==> config.mk <==
export PLATFORM = sky130hd
export DESIGN_NAME = xor_ann_seq
export DESIGN_NICKNAME = d
export VERILOG_FILES = /design/src/rtl/xor_ann_seq.sv
export SDC_FILE = /design/constraint.sdc
export NUM_CORES = 1
export LEC_CHECK = 0
export ABC_CLOCK_PERIOD_IN_PS = 3150
export BUFFER_PORTS_ARGS = -buffer_cell sky130_fd_sc_hd__buf_2
export CELL_PAD_IN_SITES_DETAIL_PLACEMENT = 2
export CELL_PAD_IN_SITES_GLOBAL_PLACEMENT = 2
export CORE_MARGIN = 10
export CORE_UTILIZATION = 37
export DETAILED_ROUTE_END_ITERATION = 10
export GPL_ROUTABILITY_DRIVEN = 0
export HOLD_SLACK_MARGIN = 0.1
export PLACE_DENSITY = 0.77
export SLEW_MARGIN = 40
export SYNTH_ARGS = -nofsm -noshare
export SYNTH_HDL_FRONTEND = slang
export SYNTH_SLANG_ARGS = --single-unit
==> constraint.sdc <==
create_clock -name clk -period 3.15 [get_ports clk]
set_clock_uncertainty 0.05 [all_clocks]
set_input_delay 0 -clock clk [delete_from_list [all_inputs] [get_ports clk]]
set_output_delay 0 -clock clk [all_outputs]
set_load 0.05 [all_outputs]
==> src/rtl/xor_ann_seq.sv <==
// xor_ann_seq: time-multiplexed 2-2-1 step-activation network (XOR by default) on one shared accumulator.
// Optional build macro XOR_ANN_SEQ_SUM_EN exposes the Y pre-activation sum on port y_sum.
module xor_ann_seq #(
  parameter int WIDTH = 8,
  parameter int W_H1A = 2,
  parameter int W_H1B = 2,
  parameter int B_H1  = -1,
  parameter int W_H2A = -2,
  parameter int W_H2B = -2,
  parameter int B_H2  = 3,
  parameter int W_YH1 = 2,
  parameter int W_YH2 = 2,
  parameter int B_Y   = -3
) (
  input  logic clk,
  input  logic rst_n,
  input  logic in_valid,
  output logic in_ready,
  input  logic a,
  input  logic b,
  output logic out_valid,
  input  logic out_ready,
  output logic y,
  output logic h1,
  output logic h2,
`ifdef XOR_ANN_SEQ_SUM_EN
  output logic signed [WIDTH+1:0] y_sum,
`endif
  output logic busy
);

  localparam int ACC_W = WIDTH + 2;

  localparam logic signed [WIDTH-1:0] K_H1A = WIDTH'(W_H1A);
  localparam logic signed [WIDTH-1:0] K_H1B = WIDTH'(W_H1B);
  localparam logic signed [WIDTH-1:0] K_BH1 = WIDTH'(B_H1);
  localparam logic signed [WIDTH-1:0] K_H2A = WIDTH'(W_H2A);
  localparam logic signed [WIDTH-1:0] K_H2B = WIDTH'(W_H2B);
  localparam logic signed [WIDTH-1:0] K_BH2 = WIDTH'(B_H2);
  localparam logic signed [WIDTH-1:0] K_YH1 = WIDTH'(W_YH1);
  localparam logic signed [WIDTH-1:0] K_YH2 = WIDTH'(W_YH2);
  localparam logic signed [WIDTH-1:0] K_BY  = WIDTH'(B_Y);

  typedef enum logic [2:0] {IDLE, N_H1, N_H2, N_Y, DONE} state_t;

  state_t state, state_nxt;
  logic [1:0] step;
  logic a_r, b_r;
  logic signed [ACC_W-1:0] acc, acc_nxt, term;
  logic signed [WIDTH-1:0] bias, w0, w1;
  logic x0, x1;
  logic accept, in_neuron, last_step;

  function automatic logic signed [ACC_W-1:0] sext(input logic signed [WIDTH-1:0] v);
    return {{(ACC_W-WIDTH){v[WIDTH-1]}}, v};
  endfunction

  // Strict step activation: only a positive sum fires.
  function automatic logic fire(input logic signed [ACC_W-1:0] s);
    return !s[ACC_W-1] && (s != '0);
  endfunction

  assign accept    = (state == IDLE) && in_valid;
  assign in_neuron = (state == N_H1) || (state == N_H2) || (state == N_Y);
  assign last_step = in_neuron && (step == 2'd2);

  assign in_ready  = (state == IDLE);
  assign out_valid = (state == DONE);
  assign busy      = (state != IDLE);

  always_comb begin
    bias = '0;
    w0   = '0;
    w1   = '0;
    x0   = 1'b0;
    x1   = 1'b0;
    unique case (state)
      N_H1: begin bias = K_BH1; w0 = K_H1A; w1 = K_H1B; x0 = a_r; x1 = b_r; end
      N_H2: begin bias = K_BH2; w0 = K_H2A; w1 = K_H2B; x0 = a_r; x1 = b_r; end
      N_Y:  begin bias = K_BY;  w0 = K_YH1; w1 = K_YH2; x0 = h1;  x1 = h2;  end
      default: ;
    endcase
    term = '0;
    if ((step == 2'd1) && x0) begin
      term = sext(w0);
    end else if ((step == 2'd2) && x1) begin
      term = sext(w1);
    end
    acc_nxt = acc + term;
  end

  always_comb begin
    state_nxt = state;
    unique case (state)
      IDLE:    if (in_valid)       state_nxt = N_H1;
      N_H1:    if (step == 2'd2)   state_nxt = N_H2;
      N_H2:    if (step == 2'd2)   state_nxt = N_Y;
      N_Y:     if (step == 2'd2)   state_nxt = DONE;
      DONE:    if (out_ready)      state_nxt = IDLE;
      default:                     state_nxt = IDLE;
    endcase
  end

  always_ff @(posedge clk or negedge rst_n) begin
    if (!rst_n) begin
      state <= IDLE;
    end else begin
      state <= state_nxt;
    end
  end

  always_ff @(posedge clk or negedge rst_n) begin
    if (!rst_n) begin
      step  <= 2'd0;
      acc   <= '0;
      a_r   <= 1'b0;
      b_r   <= 1'b0;
      h1    <= 1'b0;
      h2    <= 1'b0;
      y     <= 1'b0;
`ifdef XOR_ANN_SEQ_SUM_EN
      y_sum <= '0;
`endif
    end else begin
      step <= (in_neuron && (step != 2'd2)) ? step + 2'd1 : 2'd0;
      if (accept) begin
        a_r <= a;
        b_r <= b;
        h1  <= 1'b0;
        h2  <= 1'b0;
        y   <= 1'b0;
      end
      if (in_neuron) begin
        acc <= (step == 2'd0) ? sext(bias) : acc_nxt;
      end
      // The neuron register takes the final sum in the same edge as the accumulator.
      if (last_step) begin
        if (state == N_H1) h1 <= fire(acc_nxt);
        if (state == N_H2) h2 <= fire(acc_nxt);
        if (state == N_Y) begin
          y <= fire(acc_nxt);
`ifdef XOR_ANN_SEQ_SUM_EN
          y_sum <= acc_nxt;
`endif
        end
      end
    end
  end

endmodule

After elaboration in Yosys (flattened, before gate mapping). Index checks and enable logic that the tools add are counted. W data, S select, Z words.

Flip-flop bits (word level): 20. Bits of input ports: 6. Output and inout bits: 6. Word-level logic and storage cells: 61.

$add $sub $neg: 2. Eq/ne operators: 12. Multiplexer cells: 23. Reduce and logical (&&, ||, !) cells: 16.

Operator list (count): $mux W10 (3); $pmux W8 S3 (1); $pmux W8 S2 (1); $mux W3 (5); $pmux W3 S5 (1); $add A10 B10 Y10 (1); $reduce_bool A10 Y1 (1); $mux W1 (9); $ne A2 B1 Y1 const B (4); $eq A3 B2 Y1 const B (2); $logic_and A1 B1 Y1 (6); $reduce_and A5 Y1 (1); $ne A2 B2 Y1 const B (2); $pmux W1 S2 (2); $reduce_or A2 Y1 (2); $eq A3 B1 Y1 const B (1); $eq A3 B3 Y1 const B (1); $logic_not A3 Y1 (1); $reduce_bool A3 Y1 (1); $add A2 B1 Y2 const B (1); $eq A2 B1 Y1 const B (1); $eq A2 B2 Y1 const B (1); $logic_not A2 Y1 (1); $logic_or A1 B1 Y1 (2); 2 further kinds (2).

Logic depth before layout (Yosys ltp).
Depth after elaboration: 11. Mapped depth: 13. Mapped depth without buffers: 13.

Worst setup path after synthesis. No wires, ideal clock.

Kind: reg2reg. From: register h2. To: register h1. Setup time: 0.133 ns. Arrival: 2.916 ns. Required time: 2.967 ns. Setup slack: 0.051 ns. Cell stages (with the launch flop): 11. Buffers on the path: 0. Period minus slack after synthesis: 3.099 ns. Path through: dfrtp_1 > mux2i_1 > a2111o_1 > a21oi_4 > ha_1 > a211oi_1 > o21ai_0 > xnor2_1 > nand2_1 > nor3_1 > o31ai_1.

Longest elaborated chain between the ends: 9. Elaborated cells on any way between the ends: 10. Classes of those cells: add/sub (1); mux (5); reduce/logical (4).

RTL lines: start, declared (RTL line 25) `output logic h2,`; start signal, assigned (RTL line 139) `if (state == N_H2) h2 <= fire(acc_nxt);`; $pmux W1 S2 (*) (RTL line 77) `unique case (state)`; $logic_and A1 B1 Y1 (*) (RTL line 86) `end else if ((step == 2'd2) && x1) begin`; $mux W10 (*) (RTL line 86); $mux W10 (*) (RTL line 84) `if ((step == 2'd1) && x0) begin`; $add A10 B10 Y10 (*) (RTL line 89) `acc_nxt = acc + term;`; $reduce_bool A10 Y1 / $logic_not A1 Y1 (equally long branches) (RTL line 60) `return !s[ACC_W-1] && (s != '0);`; $logic_and A1 B1 Y1 (*) (RTL line 60); $mux W1 (*) (RTL line 138) `if (state == N_H1) h1 <= fire(acc_nxt);`; $mux W1 (*) (RTL line 137) `if (last_step) begin`; end signal, assigned (RTL line 138); end, declared (RTL line 24) `output logic h1,`.

Every way passes the cells marked *; elsewhere a longest branch is shown, timed or not. A chain may end at the register's enable or synchronous reset.

Final worst setup path.
From: register step[0]. To: register h1.

Longest elaborated chain between the ends: 9. Elaborated cells on any way between the ends: 13. Classes of those cells: add/sub (1); eq/ne (2); mux (4); reduce/logical (6).

RTL lines: start, declared (RTL line 47) `logic [1:0] step;`; start signal, assigned (RTL line 125) `step <= (in_neuron && (step != 2'd2)) ? step + 2'd1 : 2'd0;`; $eq A2 B2 Y1 (RTL line 65, 86); $logic_and A1 B1 Y1 (RTL line 86); $mux W10 (RTL line 86); $mux W10 (RTL line 84); $add A10 B10 Y10 (RTL line 89); $reduce_bool A10 Y1 / $logic_not A1 Y1 (equally long branches) (RTL line 60); $logic_and A1 B1 Y1 (RTL line 60); $mux W1 (RTL line 138); $mux W1 (*) (RTL line 137).

Marks and branches as above.

==> out/results.tsv <==
metric	value	unit
hold_viol_final	0	
critPathRequiredTime	3.32	ns
vias	1295	
drive_gt1_share	39.5	%
start_kind	flop	
multiInputGateArea	1020	µm²
place_area	1480	µm²
clk_latency	0.32	ns
cts_max_path_buffers	2	
ys_seq_area_share	37.4	%
crit_end	h1	
yosysWarnings	0	
grt_usage	14.3	%
pre_cts_slack	-0.130	ns
drtIter0Drc	63	
syn_to_final_growth	43.0	%
r2r_cells	12	
path_delay_family	compound AO/OA/AOI/OAI gates	
layout.nets	198	
dp_hpwl	3090	µm
critPathMaxStageDelay	0.46	ns
root_buffer	clkbuf_4	
dieArea	6420	µm²
worstMarginPinSlew	0.603	ns
cts-buffers-inserted	3	
numClockSinks	20	
diodes	0	
ant_nets	0	
h-tree-depth	1	
cp_max_fo	5	
cts_tree	built	
setup_viol	5	
rsz0062_at_grt	yes	
status	finished with violations	
coreArea	3420	µm²
ir_worst_vdd	510	µV
firstDrtPassIters	5	
fin_util	56.0	%
syn_nets	162	
clk_pin_slew_worst_paths	0.12	ns
grt_pass1_vias	1329	
viasPerCell	5.81	
avgSynthCellArea	9.43	µm²
gr-total-overflow	0	
rows	21	
ys_types	36	
ys_seq_elements	20	
p_leak	0.826	nW
grt_first_pass_wirelength	7110	µm
finalCriticalPeriod	3.34	ns
fin_ws	-0.186	ns
drc_errors	0	
setup.worst_path.start	step[0]	
relSlewSlack	59.8	%
final_area	1910	µm²
path_buf_inv	3	
final_cell_mix	buf_4 (20), dfrtp_1 (18), nor2_1 (14)	
fp.dieH	80.2	µm
min_path_type	input port to async pin	
initial_utilization	39.2	%
n_fill_cell	336	
path_cells	inv_2, ha_4, inv_4, a2111o_1, a21oi_4, buf_6, ha_4, o211ai_1, o211ai_1, a21oi_2, xnor3_2, o31ai_1	
maxCapViolations	0	
io_buffers	11	
routed_wl	6080	µm
grt_max_degree	21	
regToRegSetupSlack	-0.19	ns
end_kind	flop	
worstSetupPathType	flop to flop	
worst_ep_arrival_time	3.51	ns
seq_area	503	µm²
fmax	300	MHz
r2r-end	h1	
dieWidth	80.2	µm
synth_area	1340	µm²
powerDensity	1260	nW/µm²
slowest_stage	a2111o_1	
io_pins	12	
worstReg2RegStart	step[0]	
wl_per_cell	27.3	µm
fin_crit_sh	106	%
slew_viol_final	0	
final_common_cell	buf_4	
path_depth	12	
antenna_found_initial	0	
syn_inst	142	
violations	setup timing	
-- worst reg2reg max path: stages, from the launching register on --
cell      delay, ns
dfrtp_1        0.43
inv_2          0.09
ha_4           0.16
inv_4          0.05
a2111o_1       0.46
a21oi_4        0.30
buf_6          0.18
ha_4           0.22
o211ai_1       0.31
o211ai_1       0.16
a21oi_2        0.16
xnor3_2        0.34
o31ai_1        0.32
-- area by class of cell --
cell class / count / share of cell area [%]
Multi-Input combinational cell: 109 / 53.4
Sequential cell: 20 / 26.3
Timing Repair Buffer: 37 / 13.9
Tap cell: 46 / 3.01
Clock buffer: 4 / 1.90
Inverter: 7 / 1.50
-- cell usage after synthesis (all sizes together) --
cell type | instances | share of area, %
and3 | 1 | 0.47
mux2i | 2 | 1.5
clkbuf | 4 | 1.1
a22oi | 1 | 0.56
inv | 7 | 2.0
fa | 1 | 1.5
nand2b | 2 | 0.93
o31ai | 5 | 2.8
xnor3 | 1 | 1.7
or2 | 1 | 0.47
o22a | 1 | 0.65
nor3 | 2 | 0.75
nand3b | 2 | 1.1
a31oi | 1 | 0.47
a21oi | 7 | 3.5
nor4 | 1 | 0.47
nand2 | 13 | 3.6
a211oi | 2 | 1.1
xor2 | 2 | 1.3
dfrtp | 20 | 37
mux2 | 2 | 1.7
o211ai | 6 | 3.4
nor2 | 15 | 4.2
ha | 13 | 12
nand3 | 5 | 1.9
or3 | 1 | 0.47
o21ai | 9 | 3.4
o21a | 5 | 2.8
buf | 2 | 1.2
a21o | 1 | 0.56
xnor2 | 5 | 3.3
a2111o | 2 | 1.7
-- registers in the layout, indices dropped and copies added, names as in the netlist --
signal / count
step: 2
y: 1
a_r: 1
acc: 10
h1: 1
state: 3
h2: 1
b_r: 1
-- what timing repair did --
action / in CTS / in global routing
pin swaps: 4 / 19
setup endpoints to repair: 4 / 5
buffers inserted: 3 / 10
hold endpoints to repair: 26 / 0
hold buffers: 5 / 0
resized for setup: 10 / 33
-- worst min-delay path by stage --
| stage | to | slack [ns] | depth (start not counted) |
|---|---|---|---|
| 2_1_floorplan | a_r | -0.35 | 0 |
| 3_3_place_gp | state[1] | -0.07 | 1 |
| 3_5_place_dp | state[1] | -0.06 | 1 |
| 4_1_cts | state[1] | 0.11 | 2 |
| 5_1_grt | a_r | 0.15 | 2 |
| 6_report | a_r | 0.11 | 2 |
-- per-stage QoR --
step / hold WS [ns] / total power [mW] / instances / TNS, ns
CTS: 0.111 / 1.86 / 213 / 0
global placement: -0.0676 / 1.54 / 201 / 0
floorplan: -0.346 / 1.29 / 142 / 0
detailed placement: -0.0569 / 1.61 / 201 / -0.377
global route: 0.147 / 2.55 / 223 / -1.44
finish: 0.114 / 2.41 / 223 / -0.626
-- per-layer routing --
metal	share of wire [%]	vias up	global-route usage, %
met4	2.9	0	4.75
met5	0	-	0
met1	39	672	16.3
met2	53	36	25.8
li1	-	571	-
met3	4.6	16	2.56
-- kinds of logic (layout without fill, tap and decap cells) --
kind of cell,Yosys count,in the layout,share of synthesized area [%]
simple gates,43,43,14.4
compound gates,40,40,20.8
flops,20,20,37.4
fa+ha+maj,14,14,13.6
buf+inv,13,48,4.30
xor+xnor,8,8,6.26
mux,4,4,3.18
-- power by group --
group | switching, mW | internal, mW | total (mW) | leakage (nW)
sequential | 0.157 | 0.381 | 0.537 | 0.233
clock | 0.0905 | 0.0709 | 0.161 | 0.0210
combinational | 0.998 | 0.711 | 1.71 | 0.572
Note: power is estimated with default switching activity, not from simulation.
